$ cat config.mk
export PLATFORM = sky130hd
export DESIGN_NAME = layer_pingpong_buffer_control
export DESIGN_NICKNAME = d
export VERILOG_FILES = /design/src/rtl/layer_pingpong_buffer_control.sv
export SDC_FILE = /design/constraint.sdc
export NUM_CORES = 1
export LEC_CHECK = 0
export CAP_MARGIN = 10
export CORE_AREA = 2 2 60 62
export DETAILED_ROUTE_END_ITERATION = 16
export DIE_AREA = 0 0 62 64
export PLACE_DENSITY = 0.77
export SLEW_MARGIN = 20
export SYNTH_ARGS = -nofsm -noshare
export SYNTH_HDL_FRONTEND = slang
export SYNTH_SLANG_ARGS = --single-unit
$ cat constraint.sdc
create_clock -name clock -period 1.7 [get_ports clock]
set_clock_uncertainty 0.1 [all_clocks]
set_input_delay 0.34 -clock clock [delete_from_list [all_inputs] [get_ports clock]]
set_output_delay 0.34 -clock clock [all_outputs]
set_load 0.1 [all_outputs]
$ cat src/rtl/layer_pingpong_buffer_control.sv
// Ping-pong feature buffer controller between two CNN layers.
// Sequences former (writer) and next (reader) passes over two banks.
//
// Ports:
//   clock, reset            rising-edge clock, sync active-high reset
//   enable                  permits new layer passes to start
//   layer_former_done       former pass done level (rising edge used)
//   layer_next_done         next pass done level (rising edge used)
//   former_rden/wren        former layer RAM controls, bit0=a bit1=b
//   former_address_a/b      former layer RAM addresses
//   next_rden               next layer RAM read enables
//   next_address_a/b        next layer RAM addresses
//   bank0_* / bank1_*       routed per-bank RAM controls
//   layer_former_reset      one-cycle pulse before a former pass
//   layer_former_enable     high while the former pass runs
//   layer_next_reset        one-cycle pulse before a next pass
//   layer_next_enable       high while the next pass runs
//   next_bank_sel           bank the next layer reads (rd_ptr)
//   bank_full               bit i set: bank i holds a full map
module layer_pingpong_buffer_control #(
  parameter int ADDR_WIDTH = 9
) (
  input  logic                  clock,
  input  logic                  reset,
  input  logic                  enable,
  input  logic                  layer_former_done,
  input  logic                  layer_next_done,
  input  logic [1:0]            former_rden,
  input  logic [1:0]            former_wren,
  input  logic [ADDR_WIDTH-1:0] former_address_a,
  input  logic [ADDR_WIDTH-1:0] former_address_b,
  input  logic [1:0]            next_rden,
  input  logic [ADDR_WIDTH-1:0] next_address_a,
  input  logic [ADDR_WIDTH-1:0] next_address_b,
  output logic [1:0]            bank0_rden,
  output logic [1:0]            bank0_wren,
  output logic [ADDR_WIDTH-1:0] bank0_address_a,
  output logic [ADDR_WIDTH-1:0] bank0_address_b,
  output logic [1:0]            bank1_rden,
  output logic [1:0]            bank1_wren,
  output logic [ADDR_WIDTH-1:0] bank1_address_a,
  output logic [ADDR_WIDTH-1:0] bank1_address_b,
  output logic                  layer_former_enable,
  output logic                  layer_former_reset,
  output logic                  layer_next_enable,
  output logic                  layer_next_reset,
  output logic                  next_bank_sel,
  output logic [1:0]            bank_full
);

  typedef enum logic [1:0] {
    F_IDLE  = 2'd0,
    F_RESET = 2'd1,
    F_RUN   = 2'd2
  } f_state_t;

  typedef enum logic [1:0] {
    N_IDLE  = 2'd0,
    N_RESET = 2'd1,
    N_RUN   = 2'd2
  } n_state_t;

  f_state_t f_state, f_state_nx;
  n_state_t n_state, n_state_nx;

  logic       wr_ptr, wr_ptr_nx;
  logic       rd_ptr, rd_ptr_nx;
  logic [1:0] full_nx;
  logic       former_done_d;
  logic       next_done_d;
  logic       f_fin;
  logic       n_fin;

  // A pass finishes only on a done rising edge seen while running.
  assign f_fin = (f_state == F_RUN) &&
                 layer_former_done && !former_done_d;
  assign n_fin = (n_state == N_RUN) &&
                 layer_next_done && !next_done_d;

  always_ff @(posedge clock) begin
    if (reset) begin
      f_state       <= F_IDLE;
      n_state       <= N_IDLE;
      wr_ptr        <= 1'b0;
      rd_ptr        <= 1'b0;
      bank_full     <= 2'b00;
      former_done_d <= 1'b0;
      next_done_d   <= 1'b0;
    end else begin
      f_state       <= f_state_nx;
      n_state       <= n_state_nx;
      wr_ptr        <= wr_ptr_nx;
      rd_ptr        <= rd_ptr_nx;
      bank_full     <= full_nx;
      former_done_d <= layer_former_done;
      next_done_d   <= layer_next_done;
    end
  end

  always_comb begin
    f_state_nx = f_state;
    wr_ptr_nx  = wr_ptr;
    unique case (f_state)
      F_IDLE: begin
        if (enable && !bank_full[wr_ptr])
          f_state_nx = F_RESET;
      end
      F_RESET: f_state_nx = F_RUN;
      F_RUN: begin
        if (f_fin) begin
          f_state_nx = F_IDLE;
          wr_ptr_nx  = ~wr_ptr;
        end
      end
      default: f_state_nx = F_IDLE;
    endcase
  end

  always_comb begin
    n_state_nx = n_state;
    rd_ptr_nx  = rd_ptr;
    unique case (n_state)
      N_IDLE: begin
        if (enable && bank_full[rd_ptr])
          n_state_nx = N_RESET;
      end
      N_RESET: n_state_nx = N_RUN;
      N_RUN: begin
        if (n_fin) begin
          n_state_nx = N_IDLE;
          rd_ptr_nx  = ~rd_ptr;
        end
      end
      default: n_state_nx = N_IDLE;
    endcase
  end

  // Set and clear always target different banks when both fire.
  always_comb begin
    full_nx = bank_full;
    if (f_fin) full_nx[wr_ptr] = 1'b1;
    if (n_fin) full_nx[rd_ptr] = 1'b0;
  end

  assign layer_former_reset  = (f_state == F_RESET);
  assign layer_former_enable = (f_state == F_RUN);
  assign layer_next_reset    = (n_state == N_RESET);
  assign layer_next_enable   = (n_state == N_RUN);
  assign next_bank_sel       = rd_ptr;

  // The reader never writes; idle banks see all-zero controls.
  always_comb begin
    bank0_rden      = 2'b00;
    bank0_wren      = 2'b00;
    bank0_address_a = '0;
    bank0_address_b = '0;
    bank1_rden      = 2'b00;
    bank1_wren      = 2'b00;
    bank1_address_a = '0;
    bank1_address_b = '0;
    if (n_state == N_RUN) begin
      if (!rd_ptr) begin
        bank0_rden      = next_rden;
        bank0_address_a = next_address_a;
        bank0_address_b = next_address_b;
      end else begin
        bank1_rden      = next_rden;
        bank1_address_a = next_address_a;
        bank1_address_b = next_address_b;
      end
    end
    if (f_state == F_RUN) begin
      if (!wr_ptr) begin
        bank0_rden      = former_rden;
        bank0_wren      = former_wren;
        bank0_address_a = former_address_a;
        bank0_address_b = former_address_b;
      end else begin
        bank1_rden      = former_rden;
        bank1_wren      = former_wren;
        bank1_address_a = former_address_a;
        bank1_address_b = former_address_b;
      end
    end
  end

  // Writer and reader must never share a bank.
  always_ff @(posedge clock) begin
    if (!reset) begin
      assert (!((f_state == F_RUN) && (n_state == N_RUN) &&
                (wr_ptr == rd_ptr)))
        else $error("bank conflict wr_ptr == rd_ptr");
    end
  end

endmodule

==> impl_results.md <==
- Status: finished, violations left
- Violated checks: setup timing
- Synth async-reset ratio: 0%
- TritonCTS clock tree: yes
- Final setup violation count: 44
- Register area share after synthesis: 23.4%
- Final worst path period need: 2.12 ns
- Post-synth top flop: dfxtp_1
- Maxcap violations: 0
- Reg2Reg Launch Point: f_state[1]
- Final non-filler cell total: 252
- Synth top cells by count: a22o_1, dfxtp_1, nor2b_1
- TritonCTS Buffers: 3
- DR pass1 iterations: 4
- RSZ-0062 raised after global routing: yes
- Final worst setup slack: -0.422 ns
- Max clock buf depth: 2
- Die X: 62 µm
- Post-DRT Antenna Nets: 0
- M1 WL: around 2300 µm
- Htree depth: 1
- Pre-CTS setup slack: -0.235 ns
- Synth warnings: 0
- Yosys reg bits: 10
- Final WL: about 6500 µm
- First-pass GRT wire length: a little under 9000 µm
- Drc violations: 0
- Critical Path Start Type: register
- Crit path arrival time: ~1.7 ns
- Hold Buf Count CTS: 0
- Layout fillers: around 110
- Final hold vios: 0
- Post-Syn Nets: about 140
- Top Layer Used: met4
- Root Buffer: clkbuf_4
- DR vias/cell: about 5.5
- Core area: 3280 µm²
- Critical Path Fanout Max: 15
- Critical Path Sink Type: primary output
- Setup_tns: -17.14 ns
- Total track usage: 30.7%
- Overall power: around 0.0010 W
- Die height: 64 µm
- Full die area: 3970 µm²
- R2R Setup Slk: between 0.1 and 0.15 ns
- Cell Pwr Density: 339 nW/µm²
- Slew Limit Fails: 0
- Clk_lat worst skew: 0.25 ns
- Critical Path Start: f_state[1]
- Synthesized area: 856 µm²
- Worst-Margin Slew: roughly 0.36 ns
- Synth cell types: 22
- Placed Cells incl. Taps: approximately 250
- Routed length per instance: ~26 µm
- Cells after Synth: 97
- IO Pins: approximately 100
- Yosys top cell area share: 40.9%
- Most common cell in the netlist: a22o_1
- DRT iter0 DRCs: 85
- Final GP Congestion: just under 0.9
- Class of the worst hold path: reg -> reg
- Initial antenna violation count: 0
- EDFF count, synth: 0
- Layout cells sized above 1: just over 60%
- Syn Area/Cell: 8.82 µm²
- WP data required: 1.26 ns
- Max Fclk: between 400 and 500 MHz
- Met2 WL: around 3400 µm
- Row cnt: 21
- Met3 routed WL: 553 µm
- Area leader, netlist: a22o_1
- Vias in the first global route: approximately 1500
- Vias: 1387
- Starting Density: a little over a quarter
- Final period util: 125%
- HPWL after detailed placement: about 4300 µm
- Area growth from synthesis to layout: 248%
- Worst vdd ir: between 0.4 and 0.5 mV
- HP Start: n_state[0]
- Slew margin rel.: around 76%
- Clock Sinks: 10
- Nets: 255
- Largest net degree at the start of global routing: 18
- Worst setup path category: reg -> out
- Pleak: 1.30 nW
- Clock-pin slew of the registers on the worst-case setup and hold paths: about 0.060 ns
- N_diodes: 0
- Area contributors post-synth: a22o_1, dfxtp_1, nor2b_1
- Hold slack: approximately 0.47 ns
- IO buf count: between 90 and 100
- GRT overflow: 0
==> cells by family (layout without fill, tap and decap cells) <==
group | after synthesis | in the layout | share of synthesized area (%)
flip-flops | 10 | 10 | 23.4
AND/OR/NAND/NOR | 28 | 28 | 21.9
buffers and inverters | 10 | 119 | 5.99
XOR/XNOR | 2 | 2 | 2.05
AO/OA/AOI/OAI | 45 | 45 | 44.2
multiplexers | 2 | 2 | 2.49
==> repair_timing <==
action	in CTS	in global routing
setup endpoints to repair	44	44
setup buffers	1	1
endpoints found under the hold margin	0	0
pin swaps	1	0
gates resized for setup	5	2
cloned	1	0
==> placed cells by master (no fill, tap or decap) <==
| master | n |
|---|---|
| and2b_4 | 1 |
| nand2b_1 | 3 |
| a211oi_1 | 1 |
| nor3_1 | 1 |
| a22o_4 | 40 |
| mux2i_1 | 1 |
| dfxtp_4 | 1 |
| nor4bb_1 | 1 |
| mux2_1 | 1 |
| dfxtp_1 | 7 |
| and4bb_1 | 1 |
| dfxtp_2 | 2 |
| nor2b_2 | 3 |
| buf_4 | 13 |
| buf_6 | 2 |
| and3b_2 | 2 |
| clkdlybuf4s50_1 | 46 |
| nor3b_4 | 2 |
| buf_12 | 54 |
| a21oi_1 | 4 |
| clkbuf_4 | 3 |
| xnor2_1 | 2 |
| nor2_1 | 4 |
| nor4_1 | 2 |
| and2_4 | 4 |
| bufbuf_16 | 1 |
| nor2b_1 | 4 |
==> critical path, stage by stage (launching register included) <==
cell and delay, ns:
dfxtp_1 0.37, and3b_2 0.24, and3b_2 0.24, buf_12 0.16, a22o_4 0.24, buf_12 0.16
==> metal layers <==
metal | vias to the layer above | global-route usage, %
li1 | 610 | -
met1 | 658 | 33.7
met2 | 100 | 55.2
met3 | 19 | 6.48
met4 | 0 | 11.2
met5 | - | 0
==> state kept, by name (all words and copies together), names as in the netlist <==
| name | cells |
|---|---|
| former_done_d | 1 |
| next_bank_sel | 1 |
| f_state | 2 |
| n_state | 2 |
| bank_full | 2 |
| next_done_d | 1 |
| wr_ptr | 1 |
==> final timing paths <==
| path | end | cells past startpoint |
|---|---|---|
| max | bank1_address_b[7] | 5 |
| max reg2reg | bank_full[0] | 5 |
| min | n_state[0] | 2 |
| min reg2reg | n_state[0] | 2 |
==> stage by stage <==
stage	cell area (µm²)	utilization, %
floorplan	1260	-
global placement	2890	88.0
detailed placement	2890	88.0
CTS	2960	90.1
global route	2980	90.6
finish	2980	90.6
==> where the power goes <==
part	switching (W)	leakage (nW)	internal [W]
combinational	0.000330	1.21	0.000275
sequential	0.00000949	0.0832	0.000242
clock	0.0000698	0.0138	0.0000812
total	0.000410	1.30	0.000598
==> layout make-up <==
class | count | area (µm²) | share of cell area, %
well taps | 46 | 57.6 | 1.93
multi-input cells | 77 | 995 | 33.4
clock buffers | 3 | 22.5 | 0.757
flip-flops and latches | 10 | 206 | 6.94
repair buffers | 116 | 1690 | 56.9
(Power assumes the default switching activity.)
